<file path="config.mk">
export PLATFORM = sky130hd
export DESIGN_NAME = ov7670_capture_flat
export DESIGN_NICKNAME = d
export VERILOG_FILES = /design/src/rtl/ov7670_capture_pkg.sv /design/src/rtl/ov7670_capture_if.sv /design/src/rtl/cam_sync_edge.sv /design/src/rtl/ov7670_capture.sv /design/src/flat_wrapper.sv
export SDC_FILE = /design/constraint.sdc
export NUM_CORES = 1
export LEC_CHECK = 0
export BUFFER_PORTS_ARGS = -buffer_cell sky130_fd_sc_hd__buf_2
export CORE_UTILIZATION = 29
export CTS_CLUSTER_DIAMETER = 60
export CTS_CLUSTER_SIZE = 12
export DETAILED_ROUTE_END_ITERATION = 10
export PLACE_DENSITY_LB_ADDON = 0.25
export SETUP_SLACK_MARGIN = 0.1
export SYNTH_ARGS = -nofsm -noshare
export SYNTH_HDL_FRONTEND = slang
export SYNTH_SLANG_ARGS = --single-unit
export TNS_END_PERCENT = 30
</file>
<file path="constraint.sdc">
create_clock -name pixel_clk -period 5.37 [get_ports pixel_clk]
set_input_delay 1.3425 -clock pixel_clk [delete_from_list [all_inputs] [get_ports pixel_clk]]
set_output_delay 1.3425 -clock pixel_clk [all_outputs]
set_load 0.005 [all_outputs]
</file>
<file path="src/rtl/ov7670_capture_pkg.sv">
// ov7670_capture_pkg: shared FSM states, pixel width, byte-phase and error-bit constants
package ov7670_capture_pkg;
  typedef enum logic [1:0] {WAIT_VS_HIGH, WAIT_VS_LOW, FRAME} state_t;
  localparam int PIX_W = 12;
  localparam logic PH_HI = 1'b0;
  localparam logic PH_LO = 1'b1;
  localparam int ERR_ODD = 0;
  localparam int ERR_OVR = 1;
endpackage

</file>
<file path="src/rtl/ov7670_capture_if.sv">
// ov7670_capture_if: frame-buffer write port (strobe, linear address, 12-bit pixel)
interface ov7670_capture_if #(parameter int ADDR_W = 17);
  import ov7670_capture_pkg::*;
  logic              wr_en;
  logic [ADDR_W-1:0] wr_addr;
  logic [PIX_W-1:0]  wr_data;
  modport master(output wr_en, wr_addr, wr_data);
  modport slave(input wr_en, wr_addr, wr_data);
endinterface

</file>
<file path="src/rtl/cam_sync_edge.sv">
// cam_sync_edge: registers camera vsync/href/data once and flags vsync/href edges
module cam_sync_edge (
  input  logic       clk,
  input  logic       rst_n,
  input  logic       vsync,
  input  logic       href,
  input  logic [7:0] data,
  output logic       vsync_r,
  output logic       href_r,
  output logic [7:0] data_r,
  output logic       vsync_rise,
  output logic       vsync_fall,
  output logic       href_fall
);
  logic vsync_d, href_d;
  always_ff @(posedge clk or negedge rst_n) begin
    if (!rst_n) {vsync_r, href_r, data_r, vsync_d, href_d} <= '0;
    else {vsync_r, href_r, data_r, vsync_d, href_d} <= {vsync, href, data, vsync_r, href_r};
  end
  assign vsync_rise = vsync_r & ~vsync_d;
  assign vsync_fall = ~vsync_r & vsync_d;
  assign href_fall  = ~href_r & href_d;
endmodule

</file>
<file path="src/rtl/ov7670_capture.sv">
// ov7670_capture: OV7670 RGB444 capture into a row-major frame buffer at y*FRAME_W+x.
// Defining CAPTURE_STATS_EN adds frame_count/last_line_count/last_pix_count outputs.
module ov7670_capture
  import ov7670_capture_pkg::*;
#(
  parameter int FRAME_W = 320,
  parameter int FRAME_H = 240,
  parameter int ADDR_W  = 17
) (
  input  logic                    pixel_clk,
  input  logic                    rst_n,
  input  logic                    cam_vsync,
  input  logic                    cam_href,
  input  logic [7:0]              cam_data,
  input  logic                    capture_en,
  input  logic                    err_clear,
  ov7670_capture_if.master        fb,
  output logic                    frame_active,
  output logic                    frame_done,
  output logic [1:0]              err_sticky
`ifdef CAPTURE_STATS_EN
  ,
  output logic [15:0]             frame_count,
  output logic [9:0]              last_line_count,
  output logic [10:0]             last_pix_count
`endif
);
  localparam int XW = $clog2(FRAME_W + 1);
  localparam int YW = $clog2(FRAME_H + 1);
  localparam logic [XW-1:0] W_X = XW'(FRAME_W);
  localparam logic [YW-1:0] H_Y = YW'(FRAME_H);
  localparam logic [ADDR_W-1:0] W_A = ADDR_W'(FRAME_W);
  state_t state, state_n;
  logic vs, hr, vs_rise, vs_fall, hfall;
  logic [7:0] d;
  logic phase, phase_n;
  logic [XW-1:0] x, x_n;
  logic [YW-1:0] y, y_n;
  logic [ADDR_W-1:0] addr, addr_n, row_base, row_n, wa, wa_n;
  logic [3:0] red, red_n;
  logic we, we_n, act_n, done_n;
  logic [PIX_W-1:0] wd, wd_n;
  logic [1:0] err_n;
  cam_sync_edge u_sync (
    .clk(pixel_clk),
    .rst_n(rst_n),
    .vsync(cam_vsync),
    .href(cam_href),
    .data(cam_data),
    .vsync_r(vs),
    .href_r(hr),
    .data_r(d),
    .vsync_rise(vs_rise),
    .vsync_fall(vs_fall),
    .href_fall(hfall)
  );
  always_ff @(posedge pixel_clk or negedge rst_n) begin
    if (!rst_n) begin
      state <= WAIT_VS_HIGH;
      {phase, x, y, addr, row_base, red, we, wa, wd, frame_active, frame_done, err_sticky} <= '0;
    end else begin
      state <= state_n;
      {phase, x, y, addr, row_base, red, we, wa, wd, frame_active, frame_done, err_sticky} <=
        {phase_n, x_n, y_n, addr_n, row_n, red_n, we_n, wa_n, wd_n, act_n, done_n, err_n};
    end
  end
  // wr_addr only moves on a write, so it never shows the one-past-end running counter
  always_comb begin
    state_n = state;
    phase_n = phase;
    x_n = x;
    y_n = y;
    addr_n = addr;
    row_n = row_base;
    red_n = red;
    we_n = 1'b0;
    wa_n = wa;
    wd_n = wd;
    act_n = frame_active;
    done_n = 1'b0;
    err_n = err_sticky;
    unique case (state)
      WAIT_VS_HIGH: state_n = vs ? WAIT_VS_LOW : WAIT_VS_HIGH;
      WAIT_VS_LOW: if (vs_fall) begin
        state_n = capture_en ? FRAME : WAIT_VS_HIGH;
        if (capture_en) begin
          act_n = 1'b1;
          phase_n = PH_HI;
          x_n = '0;
          y_n = '0;
          addr_n = '0;
          row_n = '0;
          wa_n = '0;
        end
      end
      FRAME: if (vs_rise) begin
        state_n = WAIT_VS_LOW;
        act_n = 1'b0;
        done_n = 1'b1;
        phase_n = PH_HI;
      end else if (hr) begin
        phase_n = ~phase;
        if (phase == PH_HI) red_n = d[3:0];
        else if (x < W_X && y < H_Y) begin
          we_n = 1'b1;
          wa_n = addr;
          wd_n = {red, d};
          addr_n = addr + 1'b1;
          x_n = x + 1'b1;
        end else err_n[ERR_OVR] = 1'b1;
      end else if (hfall) begin
        phase_n = PH_HI;
        if (phase == PH_LO) err_n[ERR_ODD] = 1'b1;
        if (y < H_Y) begin
          y_n = y + 1'b1;
          row_n = row_base + W_A;
          addr_n = row_base + W_A;
        end
        x_n = '0;
      end
      default: state_n = WAIT_VS_HIGH;
    endcase
    if (err_clear) err_n = '0;
  end
  assign fb.wr_en = we;
  assign fb.wr_addr = wa;
  assign fb.wr_data = wd;
`ifdef CAPTURE_STATS_EN
  logic [9:0] line_cnt;
  logic [10:0] pix_cnt;
  logic in_frame;
  assign in_frame = state == FRAME && !vs_rise;
  always_ff @(posedge pixel_clk or negedge rst_n) begin
    if (!rst_n) {frame_count, last_line_count, last_pix_count, line_cnt, pix_cnt} <= '0;
    else if (state == FRAME && vs_rise) begin
      frame_count <= frame_count + 1'b1;
      last_line_count <= line_cnt;
    end else if (state == WAIT_VS_LOW && vs_fall && capture_en) {line_cnt, pix_cnt} <= '0;
    else if (in_frame && hfall) begin
      line_cnt <= line_cnt + {9'd0, line_cnt != '1};
      last_pix_count <= pix_cnt;
      pix_cnt <= '0;
    end else if (in_frame && hr && phase == PH_LO) pix_cnt <= pix_cnt + {10'd0, pix_cnt != '1};
  end
`endif
endmodule
</file>
<file path="src/flat_wrapper.sv">
// flat-port wrapper written by rule: the top's interface ports become plain ports
module ov7670_capture_flat import ov7670_capture_pkg::*;
#(
  parameter int FRAME_W = 320,
  parameter int FRAME_H = 240,
  parameter int ADDR_W  = 17
)
  (pixel_clk, rst_n, cam_vsync, cam_href, cam_data, capture_en, err_clear, frame_active, frame_done, err_sticky, fb_wr_en, fb_wr_addr, fb_wr_data);
  ov7670_capture_if #(.ADDR_W(ADDR_W)) fb_i ();
  input  logic pixel_clk;
  input  logic rst_n;
  input  logic cam_vsync;
  input  logic cam_href;
  input  logic [7:0] cam_data;
  input  logic capture_en;
  input  logic err_clear;
  output logic frame_active;
  output logic frame_done;
  output logic [1:0] err_sticky;
  output wire logic [$bits(fb_i.wr_en)-1:0] fb_wr_en;
  output wire logic [$bits(fb_i.wr_addr)-1:0] fb_wr_addr;
  output wire logic [$bits(fb_i.wr_data)-1:0] fb_wr_data;
  assign fb_wr_en = fb_i.wr_en;
  assign fb_wr_addr = fb_i.wr_addr;
  assign fb_wr_data = fb_i.wr_data;
  ov7670_capture #(.FRAME_W(FRAME_W), .FRAME_H(FRAME_H), .ADDR_W(ADDR_W)) u_core (.pixel_clk(pixel_clk), .rst_n(rst_n), .cam_vsync(cam_vsync), .cam_href(cam_href), .cam_data(cam_data), .capture_en(capture_en), .err_clear(err_clear), .fb(fb_i), .frame_active(frame_active), .frame_done(frame_done), .err_sticky(err_sticky));
endmodule
</file>
---- After elaboration in Yosys (flattened, before gate mapping) ----
Cells that the tools add are included.
storage, ports and cells
  bits in registers ....................... 104
  output and inout port bits .............. 34
  word-level logic and storage cells ...... 134
operators by class
  add/sub/neg operators ................... 4
  order comparisons ....................... 2
  eq/ne operators ......................... 20
  muxes and demuxes ....................... 63
  bitwise operators ....................... 8
  reductions and logical operators ........ 18
operator list
  operator                                                                 number
  17-bit 2-to-1 mux                                                        14
  17-bit one-hot mux with 2 select lines                                   3
  9-bit 2-to-1 mux                                                         7
  8-bit 2-to-1 mux                                                         6
  1-bit 2-to-1 mux                                                         22
  7-bit AND reduction                                                      3
  2-bit inequality test, second input constant                             9
  9-bit one-hot mux with 2 select lines                                    1
  17-bit by 1-bit adder with 17-bit output, second input constant          1
  17-bit by 9-bit adder with 17-bit output, second input constant          1
  8-bit one-hot mux with 2 select lines                                    1
  5-bit AND reduction                                                      3
  2-bit 2-to-1 mux                                                         6
  3-bit by 2-bit inequality test with 1-bit output, second input constant  4
  4-bit AND reduction                                                      3
  2-bit nonzero test                                                       5
  9-bit by 1-bit adder with 9-bit output, second input constant            1
  9-bit less-than comparator, second input constant                        1
  8-bit by 1-bit adder with 8-bit output, second input constant            1
  8-bit less-than comparator, second input constant                        1
  2-bit by 1-bit inequality test with 1-bit output, second input constant  4
  8-bit AND reduction                                                      1
  2-bit one-hot mux with 3 select lines                                    1
  1-bit inverter                                                           5
  8 further kinds                                                          11

---- Logic depth before layout (Yosys ltp) ----
  depth after elaboration ................. 8
  mapped depth ............................ 10
  gate-level depth less buffers ........... 7

---- Cells and area by module ----
From an unflattened synthesis, not the netlist that was laid out.
unflattened totals
  cells, all modules ...................... 460
  area, all modules ....................... 4589.4 um^2
by module, submodules not included
  module          times used  cells an instance  area an instance (um^2)  seq. area each (um^2)
  ov7670_capture  1           445                4267.8                   2152.1
  cam_sync_edge   1           15                 321.6                    300.3

---- Worst setup path before layout ----
Ideal clock, no wire load.
  path type ............................... input -> register
  from .................................... in capture_en
  to ...................................... reg u_core.x[7]
  library setup time ...................... 0.078 ns
  arrival ................................. 2.711 ns
  data required time ...................... 5.292 ns
  path slack .............................. 2.581 ns
  cell stages on the path ................. 6
  path buffers ............................ 1
  cells stage by stage .................... and3b_1 -> o21ai_2 -> or3_1 -> clkbuf_2 -> or4_1 -> a21oi_1
on the way
  longest elaborated chain between the ends .. 2
RTL lines
  item                                    RTL line              RTL
  start, declared                         flat_wrapper.sv:15    input logic capture_en;
  2-bit inequality test (no source line)  n/a
  7-bit AND reduction (no source line)    n/a
  end signal, assigned                    ov7670_capture.sv:63  {phase, x, y, addr, row_base, red, we, wa, wd, frame_active, frame_done, err_sticky} <=
  end, declared                           ov7670_capture.sv:37  logic [XW-1:0] x, x_n;
No other way between the ends.
A chain may end at the register's enable or synchronous reset.

---- Worst setup path in the final report ----
  from .................................... reg u_core.state[0]
  to ...................................... reg u_core.y[6]
on the way
  longest elaborated chain between the ends .. 3
  elaborated cells between the ends (all ways) .. 11
  classes of those cells .................. 8 x eq/ne; 1 x mux; 2 x reduce/logical
RTL lines
  item                                                                                             RTL line              RTL
  start, declared                                                                                  ov7670_capture.sv:33  state_t state, state_n;
  start signal, assigned                                                                           ov7670_capture.sv:62  state <= state_n;
  2-bit == test or 2-bit by 1-bit == test with 1-bit output (tied branches)                        ov7670_capture.sv:82  unique case (state)
  2-bit by 1-bit inequality test with 1-bit output (no source line), or another cell as far along  n/a
  7-bit AND reduction (no source line)                                                             n/a
  end signal, assigned                                                                             ov7670_capture.sv:63
  end, declared                                                                                    ov7670_capture.sv:38  logic [YW-1:0] y, y_n;
Several ways; a longest one is shown, not always the timed one.

==> metrics.md <==
| Metric | Value |
|---|---|
| Post-layout nets | `slightly below 500` |
| Initial DRT Pass Iterations | `4` |
| PD cells | `around 380 nW/um^2` |
| Design area | `approximately 5300 um^2` |
| Compound-Gate Fraction of Synth Area | `17.6%` |
| Area Growth Syn to Fin | `16.1%` |
| Number of max-cap violations | `0` |
| Vias in the first global route | `3333` |
| Number of synthesized register bits | `between 90 and 100` |
| Post-synthesis mux area share | `4.93%` |
| Startpoint Class | `flop` |
| Avg Synthesized Cell Area | `about 11 um^2` |
| DRC violations left | `0` |
| Most common cell after layout, fill and taps aside | `dfrtp_1` |
| Syn Nets | `454` |
| Port buffer count | `47` |
| Kind of critical path | `reg2reg` |
| Post-DP HPWL | `7000 um` |
| I/O pin cnt | `48` |
| Post-synth ARST share | `100%` |
| Num Clock Sinks | `98` |
| Synth top area cells | `dfrtp_1, mux2_2, a22o_1, o21ai_0, nand2_1` |
| Post-synthesis cell type count | `52` |
| H-tree levels | `3` |
| Largest family of logic cells by synthesized area | `compound AO/OA/AOI/OAI gates` |
| Post-Synth Simple-Gate Area | `approximately 16%` |
| Max-slew headroom | `23.5%` |
| Gpl congestion | `~0.80` |
| Mapped Area | `4540 um^2` |
| Final slew viol count | `0` |
| Top cell type's share of synthesized area | `between 50% and 60%` |
| Largest net degree at the start of global routing | `55` |
| Final ANT Viol Nets | `0` |
| Total of warnings raised by yosys | `0` |
| Initial detailed-routing violation count | `155` |
| Critical path required time | `5.61 ns` |
| Status | `finished clean` |
| RSZ-0062 raised after global routing | `false` |
| DR vias/cell | `5.02` |
| Total number of vias | `3456` |
| EDFF count, synth | `0` |
| Peak Freq | `slightly above 300 MHz` |
| Synth area leader | `dfrtp_1` |
| Final Hold Fails | `0` |
| Fin Clk Skew | `0.00833 ns` |
| Sequential element share of the synthesized area | `54.0%` |
| Post_cts resized | `0` |
| Filler cells | `1557` |
| Die span in y | `127 um` |
| Drt wl/cell | `14.7 um` |
| Total grt overflow | `0` |
| Ant diodes | `0` |
| Post-Synth XOR/XNOR Area | `2.70%` |
| Arr. time, crit path | `~3.5 ns` |
| CP max FO | `23` |
| Total negative slack | `0 ns` |
| Share of layout cells above drive strength 1 | `20.1%` |
| Core footprint | `about 15000 um^2` |
| Die X | `127 um` |
| Tmin final | `between 3 and 4 ns` |
| Root buf cell | `clkbuf_16` |
| Hold Buf Count CTS | `0` |
| CTS tree | `built` |
| Most frequent cells in the layout | `dfrtp_1, buf_2, nand2_1, o21ai_0, nor2_1` |
| Postcts setup bufs | `0` |
| Initial antenna violation count | `0` |
| Die ar. | `16200 um^2` |
| Longest Clk Path Bufs | `2` |
| Worst slew pin tran | `1.15 ns` |
| Max VDD drop | `0.201 mV` |
| Placed Instance Area | `4980 um^2` |
| Cell count after synthesis | `432` |
| HP Class | `reg2reg` |
| FP Rows | `45` |
| Initial Utilization | `29.8%` |
| CP endpoint kind | `flop` |
| Final Cycle Share | `between 60% and 70%` |
| Setup violators final | `0` |
| Post-Synth Adder-Cell Area | `under 10%` |
| Leakage | `roughly 2.4 nW` |
| Main synth FF type | `dfrtp_1` |
| Later-pin clock latency in the skew report | `0.35 ns` |
| TritonCTS buffer count | `9` |
| GRT Util Overall | `between 10% and 20%` |
| Final wirelength | `just over 10000 um` |
| First-pass GRT wire length | `roughly 17000 um` |
| Worst-path clk slew | `0.07 ns` |
## worst max-delay path, cell delays in order, from the launching register on
cell     delay (ns)
dfrtp_1        0.40
inv_1          0.10
ha_1           0.46
inv_2          0.23
o32a_1         0.54
or2_0          0.94
o21ai_0        0.22
a22o_1         0.22
## per-layer routing
layer	global-route usage [%]	up-vias	wire length (um)	part of all wire, %
met5	0	-	0	0
met4	3.71	0	136	1.3
met2	21.8	65	4790	47
li1	-	1651	-	-
met1	16.8	1730	4780	47
met3	3.77	10	436	4.3
## layout make-up
| cell class | count | area (um^2) | area share (%) |
|---|---|---|---|
| Tap cell | 211 | 264 | 5.01 |
| Inverter | 12 | 45.0 | 0.854 |
| Clock buffer | 10 | 239 | 4.53 |
| Multi-Input combinational cell | 302 | 1960 | 37.3 |
| Clock inverter | 6 | 53.8 | 1.02 |
| Sequential cell | 98 | 2450 | 46.5 |
| Timing Repair Buffer | 49 | 253 | 4.79 |
## report_power, final
group	internal [mW]	total (mW)	switching, mW
registers	0.843	0.949	0.106
clock network	0.337	0.639	0.302
logic	0.155	0.396	0.241
total	1.33	1.98	0.649
## Yosys cell counts, types with 4 or more instances
master / n
nand3_1: 14
inv_1: 11
mux2_2: 19
nand4_1: 4
a22o_1: 21
a21oi_1: 23
nor2b_1: 6
a41oi_1: 4
and3_1: 7
nand2_1: 35
buf_2: 5
xnor2_1: 10
nand2b_1: 6
o31ai_1: 7
clkbuf_1: 13
ha_1: 8
and2_1: 5
xor2_1: 4
dfrtp_1: 98
nor2_1: 29
o21ai_0: 35
or2_2: 4
nor4_1: 7
or3_1: 5
nor3_1: 9
a31oi_1: 4
## cells by family after synthesis
group	after synthesis
adders and majority gates	8
DFF	98
AOI/OAI and AO/OA	119
buffers and inverters	32
and+or+nand+nor	141
xor gates and xnor gates	14
muxes	20
## final timing paths
| kind | startpoint | endpoint | slack [ns] | cells past startpoint |
|---|---|---|---|---|
| worst max-delay path | u_core.state[0] | u_core.y[6] | 2.14 | 7 |
| worst min-delay path | u_core.u_sync.vsync_r | u_core.u_sync.vsync_d | 0.47 | 0 |
| worst max register to register | u_core.state[0] | u_core.y[6] | 2.14 | 7 |
| worst min register to register | u_core.u_sync.vsync_r | u_core.u_sync.vsync_d | 0.47 | 0 |
| max in group asynchronous | rst_n | u_core.u_sync.data_r[2] | 3.28 | 2 |
| min in group asynchronous | rst_n | u_core.y[2] | 1.00 | 1 |
## sequential cells by signal, indices dropped and copies added (netlist names), 2 cells and up
register,count
u_core.red,4
u_core.u_sync.data_r,8
u_core.addr,17
u_core.state,2
u_core.err_sticky,2
u_core.fb.wr_data,12
u_core.x,9
u_core.y,8
u_core.row_base,11
u_core.fb.wr_addr,17
## through the flow
stage	worst slack [ns]	util, %	total power [mW]	hold slack, ns	std cells
after floorplan	2.58	-	1.22	0.404	432
after global placement	1.89	32.6	1.35	0.442	672
after detailed placement	1.78	32.6	1.36	0.444	672
after CTS	2.08	34.5	2.01	0.464	688
after global routing	1.82	34.5	2.10	0.488	688
final	2.14	34.5	1.98	0.467	688
Power figures use the tool's default switching activity.
